**src/rtl/huffman_pkg.sv**
```systemverilog
// ---------------------------------------------------------------------------
// huffman_pkg : shared Huffman code table, sizes and lookup helper
// Rev 1.0
// ---------------------------------------------------------------------------
`default_nettype none

package huffman_pkg;

   localparam int MAX_CODE = 9;
   localparam int CHUNK    = 4;
   localparam int SYM_W    = 4;
   localparam int LEN_W    = 4;

   typedef enum logic [0:0] {
      ST_IDLE = 1'b0,
      ST_EMIT = 1'b1
   } state_t;

   typedef struct packed {
      logic [MAX_CODE-1:0] code;
      logic [LEN_W-1:0]    len;
   } code_entry_t;

   // Codes are stored left-aligned so the emitter always takes the top bits.
   function automatic code_entry_t code_lookup(input logic [SYM_W-1:0] sym);
      code_entry_t e;
      e = '{code: '0, len: '0};
      case (sym)
         4'h0: e = '{code: 9'b000000000, len: 4'd2};
         4'h1: e = '{code: 9'b010000000, len: 4'd3};
         4'hF: e = '{code: 9'b011000000, len: 4'd3};
         4'h2: e = '{code: 9'b100000000, len: 4'd4};
         4'hE: e = '{code: 9'b100100000, len: 4'd4};
         4'h3: e = '{code: 9'b101000000, len: 4'd4};
         4'hD: e = '{code: 9'b101100000, len: 4'd4};
         4'h4: e = '{code: 9'b110000000, len: 4'd5};
         4'hC: e = '{code: 9'b110010000, len: 4'd5};
         4'h5: e = '{code: 9'b110100000, len: 4'd5};
         4'hB: e = '{code: 9'b110110000, len: 4'd5};
         4'h6: e = '{code: 9'b111000000, len: 4'd6};
         4'hA: e = '{code: 9'b111001000, len: 4'd6};
         4'h7: e = '{code: 9'b111010000, len: 4'd6};
         4'h9: e = '{code: 9'b111011000, len: 4'd6};
         default: e = '{code: 9'b111100000, len: 4'd9};
      endcase
      return e;
   endfunction

endpackage

`default_nettype wire

```
**src/rtl/huffman_code_rom.sv**
```systemverilog
// ---------------------------------------------------------------------------
// huffman_code_rom : combinational symbol -> {left-aligned code, length}
// Rev 1.0
// ---------------------------------------------------------------------------
`default_nettype none

module huffman_code_rom
   import huffman_pkg::*;
(
   input  logic [SYM_W-1:0]    sym_i,
   output logic [MAX_CODE-1:0] code_o,
   output logic [LEN_W-1:0]    len_o
);

   code_entry_t entry;

   always_comb begin
      entry  = code_lookup(sym_i);
      code_o = entry.code;
      len_o  = entry.len;
   end

endmodule

`default_nettype wire

```
**src/rtl/huffman_chunk_encoder.sv**
```systemverilog
// ---------------------------------------------------------------------------
// huffman_chunk_encoder : emits Huffman codes MSB-first as (bits,len) chunks
// Rev 1.0
// ---------------------------------------------------------------------------
`default_nettype none

module huffman_chunk_encoder #(
   parameter int MAX_CODE = huffman_pkg::MAX_CODE,
   parameter int CHUNK    = huffman_pkg::CHUNK,
   parameter int CNT_W    = 16
) (
   input  logic             clk,
   input  logic             reset,
   input  logic [3:0]       symData,
   input  logic             sValid,
   output logic             sReady,
   output logic [CHUNK-1:0] out_bits,
   output logic [2:0]       out_len,
   output logic             mValid,
   input  logic             mReady,
   output logic             busy,
   output logic [CNT_W-1:0] bits_sent
);

   import huffman_pkg::*;

   localparam int ROM_W = huffman_pkg::MAX_CODE;

   state_t              state_q, state_d;
   logic [MAX_CODE-1:0] code_buf_q, code_buf_d;
   logic [3:0]          rem_len_q, rem_len_d;
   logic [CHUNK-1:0]    out_bits_q, out_bits_d;
   logic [2:0]          out_len_q, out_len_d;
   logic                mvalid_q, mvalid_d;
   logic [CNT_W-1:0]    bits_sent_q, bits_sent_d;

   logic [ROM_W-1:0]    rom_code;
   logic [3:0]          rom_len;
   logic [MAX_CODE-1:0] load_buf;
   logic                hs_out;
   logic                last_chunk;
   logic                accept;
   logic [CHUNK-1:0]    top_bits;
   logic [CHUNK-1:0]    len_mask;
   logic [CNT_W:0]      sum;

   huffman_code_rom u_rom (
      .sym_i  (symData),
      .code_o (rom_code),
      .len_o  (rom_len)
   );

   assign load_buf = MAX_CODE'(rom_code) << (MAX_CODE - ROM_W);

   always_comb begin
      hs_out     = mvalid_q && mReady;
      last_chunk = (rem_len_q <= 4'(CHUNK));
      sReady     = (state_q == ST_IDLE) || (hs_out && last_chunk);
      accept     = sValid && sReady;

      state_d    = state_q;
      code_buf_d = code_buf_q;
      rem_len_d  = rem_len_q;

      // A new code may replace the final chunk of the previous one in the same cycle.
      if (accept) begin
         code_buf_d = load_buf;
         rem_len_d  = rom_len;
         state_d    = ST_EMIT;
      end else if (hs_out) begin
         code_buf_d = code_buf_q << out_len_q;
         rem_len_d  = rem_len_q - 4'(out_len_q);
         state_d    = last_chunk ? ST_IDLE : ST_EMIT;
      end

      if (state_d == ST_EMIT) begin
         out_len_d = (rem_len_d > 4'(CHUNK)) ? 3'(CHUNK) : rem_len_d[2:0];
      end else begin
         out_len_d = 3'd0;
      end
      top_bits   = code_buf_d[MAX_CODE-1 -: CHUNK];
      len_mask   = ~({CHUNK{1'b1}} >> out_len_d);
      out_bits_d = top_bits & len_mask;
      mvalid_d   = (state_d == ST_EMIT);

      sum = {1'b0, bits_sent_q} + (CNT_W+1)'(out_len_q);
      if (hs_out) begin
         bits_sent_d = sum[CNT_W] ? {CNT_W{1'b1}} : sum[CNT_W-1:0];
      end else begin
         bits_sent_d = bits_sent_q;
      end
   end

   always_ff @(posedge clk) begin
      if (reset) begin
         state_q     <= ST_IDLE;
         code_buf_q  <= '0;
         rem_len_q   <= '0;
         out_bits_q  <= '0;
         out_len_q   <= '0;
         mvalid_q    <= 1'b0;
         bits_sent_q <= '0;
      end else begin
         state_q     <= state_d;
         code_buf_q  <= code_buf_d;
         rem_len_q   <= rem_len_d;
         out_bits_q  <= out_bits_d;
         out_len_q   <= out_len_d;
         mvalid_q    <= mvalid_d;
         bits_sent_q <= bits_sent_d;
      end
   end

   assign out_bits  = out_bits_q;
   assign out_len   = out_len_q;
   assign mValid    = mvalid_q;
   assign busy      = (state_q == ST_EMIT);
   assign bits_sent = bits_sent_q;

endmodule

`default_nettype wire

```
**config.mk**
```make
export PLATFORM = sky130hd
export DESIGN_NAME = huffman_chunk_encoder
export DESIGN_NICKNAME = d
export VERILOG_FILES = /design/src/rtl/huffman_pkg.sv /design/src/rtl/huffman_code_rom.sv /design/src/rtl/huffman_chunk_encoder.sv
export SDC_FILE = /design/constraint.sdc
export NUM_CORES = 1
export LEC_CHECK = 0
export BUFFER_PORTS_ARGS = -buffer_cell sky130_fd_sc_hd__buf_2
export CORE_MARGIN = 2
export CORE_UTILIZATION = 55
export DETAILED_ROUTE_END_ITERATION = 8
export PLACE_DENSITY = 0.77
export REMOVE_ABC_BUFFERS = 1
export SLEW_MARGIN = 40
export SYNTH_ARGS = -nofsm -noshare
export SYNTH_HDL_FRONTEND = slang
export SYNTH_SLANG_ARGS = --single-unit
export TNS_END_PERCENT = 20
```
**constraint.sdc**
```tcl
create_clock -name clk -period 4.8 [get_ports clk]
set_clock_uncertainty 0.1 [all_clocks]
set_input_delay 0.24 -clock clk [delete_from_list [all_inputs] [get_ports clk]]
set_output_delay 0.24 -clock clk [all_outputs]
set_load 0.01 [all_outputs]
```
After elaboration in Yosys (flattened, before gate mapping)
Memories as Yosys holds them, arrays and structs flattened. Index checks and enable logic that the tools add are counted.

Memories kept: 1. Flip-flop bits (word level): 37. Logic and storage cells: 32. Output and inout bits: 26. Input bits: 8. Bits in writable memories: 0. Bits in latches: 0. Memory bits (read-only): 160.

Shift-type cells: 2. $mul: 0. Mux-type cells: 10. Reduce and logical (&&, ||, !) cells: 5. Divide/modulo/power cells: 0. Bitwise gates (word level): 3. Magnitude comparators: 2. Add/subtract/negate cells: 2. Equal/unequal tests: 0.

Memories: (name not given) (words 16, bits a word 10, read ports 1, clocked after Yosys merged registers in 0, wr ports 0, RTL line huffman_pkg.sv:28) `case (sym)`.

Operators by type and width (number): $mux 9 (2); $add 16x3->17 (1); $mux 16 (1); $shl 9x3->9 (1); $mux 4 (2); $mux 3 (2); $and 4x4->4 (1); $gt 4x3->1 const B (1); $le 4x3->1 const B (1); $not 4->4 (1); $shr 4x3->4 const A (1); $sub 4x3->4 (1); $logic_and 1x1->1 (3); $mux 1 (3); $reduce_bool 2->1 (1); $logic_or 1x1->1 (1); $not 1->1 (1).

Longest topological paths before layout
Depth in word-level cells: 11. Depth in mapped cells: 9. Depth with buffers taken out: 9.

Hierarchy
Synthesis repeated with hierarchy kept, for this count alone.

Cells, all modules: 280. Area total of the unflattened synthesis: 2502.4 sq um.

By module, submodules not included: huffman_chunk_encoder (instances 1, seq. area each 740.7 sq um, area each 2183.3 sq um, cells an instance 242); huffman_code_rom (instances 1, seq. area each 0.0 sq um, area each 319.1 sq um, cells an instance 38).

Worst setup path after synthesis
No wires, ideal clock.

Kind: reg2reg. Start point: register out_len_q[0] (netlist: out_len[0]). End point: register bits_sent_q[10] (netlist: bits_sent[10]). Data required time: 4.568 ns. Path buffers: 0. Path slack: 2.586 ns. Library setup time: 0.132 ns. Arrival: 1.982 ns. Period minus slack after synthesis: 2.214 ns. Stages on the path, launching flop included: 9. Path through: dfxtp_1 > ha_1 > inv_1 > fa_1 > nand2b_1 > a211oi_2 > nor2b_1 > xnor2_1 > a21oi_1.

Cells in the longest elaborated chain, start to end: 2.

Ends and longest elaborated chain: start: declaration (RTL line huffman_chunk_encoder.sv:33) `logic [2:0] out_len_q, out_len_d;`; start signal: assignment (RTL line huffman_chunk_encoder.sv:108) `out_len_q <= out_len_d;`; $add 16x3->17 (RTL line huffman_chunk_encoder.sv:86) `sum = {1'b0, bits_sent_q} + (CNT_W+1)'(out_len_q);`; $mux 16 (RTL line huffman_chunk_encoder.sv:88) `bits_sent_d = sum[CNT_W] ? {CNT_W{1'b1}} : sum[CNT_W-1:0];`; end signal: assignment (RTL line huffman_chunk_encoder.sv:110) `bits_sent_q <= bits_sent_d;`; end: declaration (RTL line huffman_chunk_encoder.sv:35) `logic [CNT_W-1:0] bits_sent_q, bits_sent_d;`.

Every way passes these cells. A chain may end at the register's enable or synchronous reset.

Final worst setup path
Start point: register out_len_q[0] (netlist: out_len[0]). End point: register bits_sent_q[11] (netlist: bits_sent[11]).

The elaborated chain is that of the path after synthesis.

==> flow_summary_export.csv <==
group,metric,value,unit
logic_synthesis,ys_async_sr_fraction,0,
die,die_y,69.5,um
hold_path,hp-start,"sValid",
final_layout,fin_cells,360,
logic_synthesis,yosysWarnings,0,
sta,max_freq,367,MHz
hold_path,timing.hold.worst.class,"in2reg",
sta,hold_viol,0,
critical_path,worstPathArrival,2.85,ns
cts,cts.root.buffer_cell,"clkbuf_8",
logic_synthesis,synthTopCellsByArea,"dfxtp_1 31%, a21oi_1 6.4%, ha_1 5.3%",
logic_synthesis,synth-edff-count,0,
die,fp.dieW,69.5,um
final_layout,num-nets-final,329,
drt,vias_per_cell,6.12,
critical_path,path_class,"reg2reg",
logic_synthesis,synth_seq_cells,37,
final_layout,multi_input_area,1500,sq um
logic_synthesis,synth.distinct_cells,62,
placed_design,dpl.hpwl,4020,um
global_route,track_usage,0.244,
final_layout,area_delta_synth_final,13.1,%
cts,cts.path.max_buffers,2,
placed_design,gp_congestion,0.856,
placed_design,dp.cells,352,
cts,post_cts_resized,0,
die,io_pins,34,
critical_path,worstSetupStartpointType,"flip-flop",
cts,cts_tree,"built",
critical_path,crit_start,"out_len[0]",
placed_design,portBuffers,33,
placed_design,dp_slack,2.11,ns
global_route,overflow,0,
final_layout,final_common_cell,"dfxtp_1",
global_route,grt_pass1_wl,9590,um
die,placementRows,23,
critical_path,crit_required,4.92,ns
drt,wire_per_inst,15.6,um
drt,drt_iter0_markers,171,
critical_path,rr_startpoint,"out_len[0]",
cts,cts_setup_buffers,0,
final_layout,antennaDiodeCount,0,
logic_synthesis,synth_top_area_share,0.314,
critical_path,endpoint_kind,"flip-flop",
logic_synthesis,synth_top_area_cell,"dfxtp_1",
die,die-area,4830,sq um
sta,period_share,0.567,
job,max_cap_violations,0,
sta,fin_crit,2.72,ns
global_route,antenna_found_initial,0,
final_layout,fillCellCount,346,
cts,cts_hold_buf,0,
drt,drcViolationCount,0,
logic_synthesis,synth.yosys.seq_area_share,0.314,
cts,cts_htree_levels,2,
power_and_ir_drop,p_per_area,302,nW/um^2
power_and_ir_drop,irDropWorstVdd,0.255,mV
drt,drt_wl_total,5600,um
cts,cts_buffers,5,
placed_design,place_area,2530,sq um
sta,tightest_slew,0.689,ns
cts,clk_pin_slew_worst_paths,0.08,ns
logic_synthesis,syn_avg_cell_area,8.39,sq um
final_layout,drive_gt1_frac,0.190,
sta,slew_headroom,0.540,
cts,clock_latency,0.30,ns
logic_synthesis,synth_ff_type,"dfxtp_1",
drt,drtAntennaViolNets,0,
sta,setup_slack,2.08,ns
global_route,grt_pass1_vias,2025,
logic_synthesis,syn_area,2360,sq um
cts,cts_sinks,37,
drt,num_vias,2202,
logic_synthesis,postSynthCellCount,281,
final_layout,layout_common_cells,"37 x dfxtp_1, 33 x buf_2, 30 x a21oi_1",
critical_path,path_max_fanout,14,
sta,finalSetupTns,0,ns
sta,drv_slew,0,
final_layout,fin_area,2670,sq um
drt,firstDrtPassIters,4,
power_and_ir_drop,leakagePower,1.06,nW
die,core,4060,sq um
die,initial_core_util,0.581,
final_layout,register_area,741,sq um
global_route,grt_max_degree,34,
status,run_status,"finished, final reports clean",
sta,rsz0062_at_grt,"no",
sta,setup_violations,0,
==> synthesized netlist by cell type (2+ instances only) <==
master,number
dfxtp_1,37
a21oi_1,30
nor2_1,21
nand2_1,20
nand3_1,14
inv_1,13
nor3_1,12
ha_1,10
mux2i_1,10
clkbuf_1,9
o21ai_1,6
xnor2_1,6
nor2b_1,5
o211ai_1,5
a211oi_1,4
a22oi_1,4
xor2_1,4
a21o_1,3
a31oi_1,3
and3_1,3
mux2_2,3
nand4_1,3
o21ai_0,3
or3_1,3
a311oi_1,2
a31o_2,2
a32oi_1,2
and2_1,2
and4_1,2
fa_1,2
inv_2,2
mux2_1,2
mux4_2,2
nand2b_1,2
nor4_1,2
o21a_1,2
==> layout make-up <==
cell class | instances | area share
inverters | 16 | 0.0225
flip-flops and latches | 37 | 0.278
clock inverters | 3 | 0.0258
repair buffers | 33 | 0.0619
clock buffers | 5 | 0.0258
multi-input cells | 216 | 0.563
well taps | 50 | 0.0235
==> flip-flops by register name, summed over array words and instances (netlist names) <==
signal      flops
out_bits        4
rem_len_q       4
code_buf_q      9
mValid          1
bits_sent      16
out_len         3
==> power by group <==
part | switching (mW) | leakage (nW) | internal [mW]
combinational | 0.0842 | 0.694 | 0.0557
sequential | 0.0143 | 0.301 | 0.320
clock | 0.122 | 0.0687 | 0.209
==> cells by family after synthesis <==
logic type / share of synthesized area
AND/OR/NAND/NOR: 0.216
AO/OA/AOI/OAI: 0.228
flip-flops: 0.314
buffers and inverters: 0.0493
multiplexers: 0.0854
adder cells (fa/ha/maj): 0.0700
XOR/XNOR: 0.0371
==> worst max-delay path: stages (launching register included) <==
cell	delay, ns
dfxtp_1	0.71
ha_1	0.27
inv_1	0.06
fa_1	0.39
nand2b_1	0.20
a21oi_1	0.33
nand2_2	0.23
and4_1	0.25
nor3_1	0.11
==> routing by layer <==
metal,wire [um],track usage,vias up,part of all wire
li1,-,-,1086,-
met1,2690,0.342,1043,0.48
met5,0,0,-,0
met3,274,0.0538,12,0.049
met2,2530,0.363,61,0.45
met4,110,0.100,0,0.020
==> worst paths after layout <==
check	endpoint	slack, ns	cells after the start
min reg2reg	code_buf_q[4]	0.39	2
max	bits_sent[11]	2.08	8
min	out_bits[2]	0.22	3
max reg2reg	bits_sent[11]	2.08	8
==> per-stage QoR <==
step                total power [mW]  hold slack [ns]  utilization
floorplan                      0.435            0.209            -
global placement               0.476            0.379        0.623
detailed placement             0.478            0.380        0.623
CTS                            0.807            0.214        0.657
global route                   0.837            0.249        0.657
finish                         0.805            0.215        0.657
No activity file was read; power rests on OpenSTA's default activity.
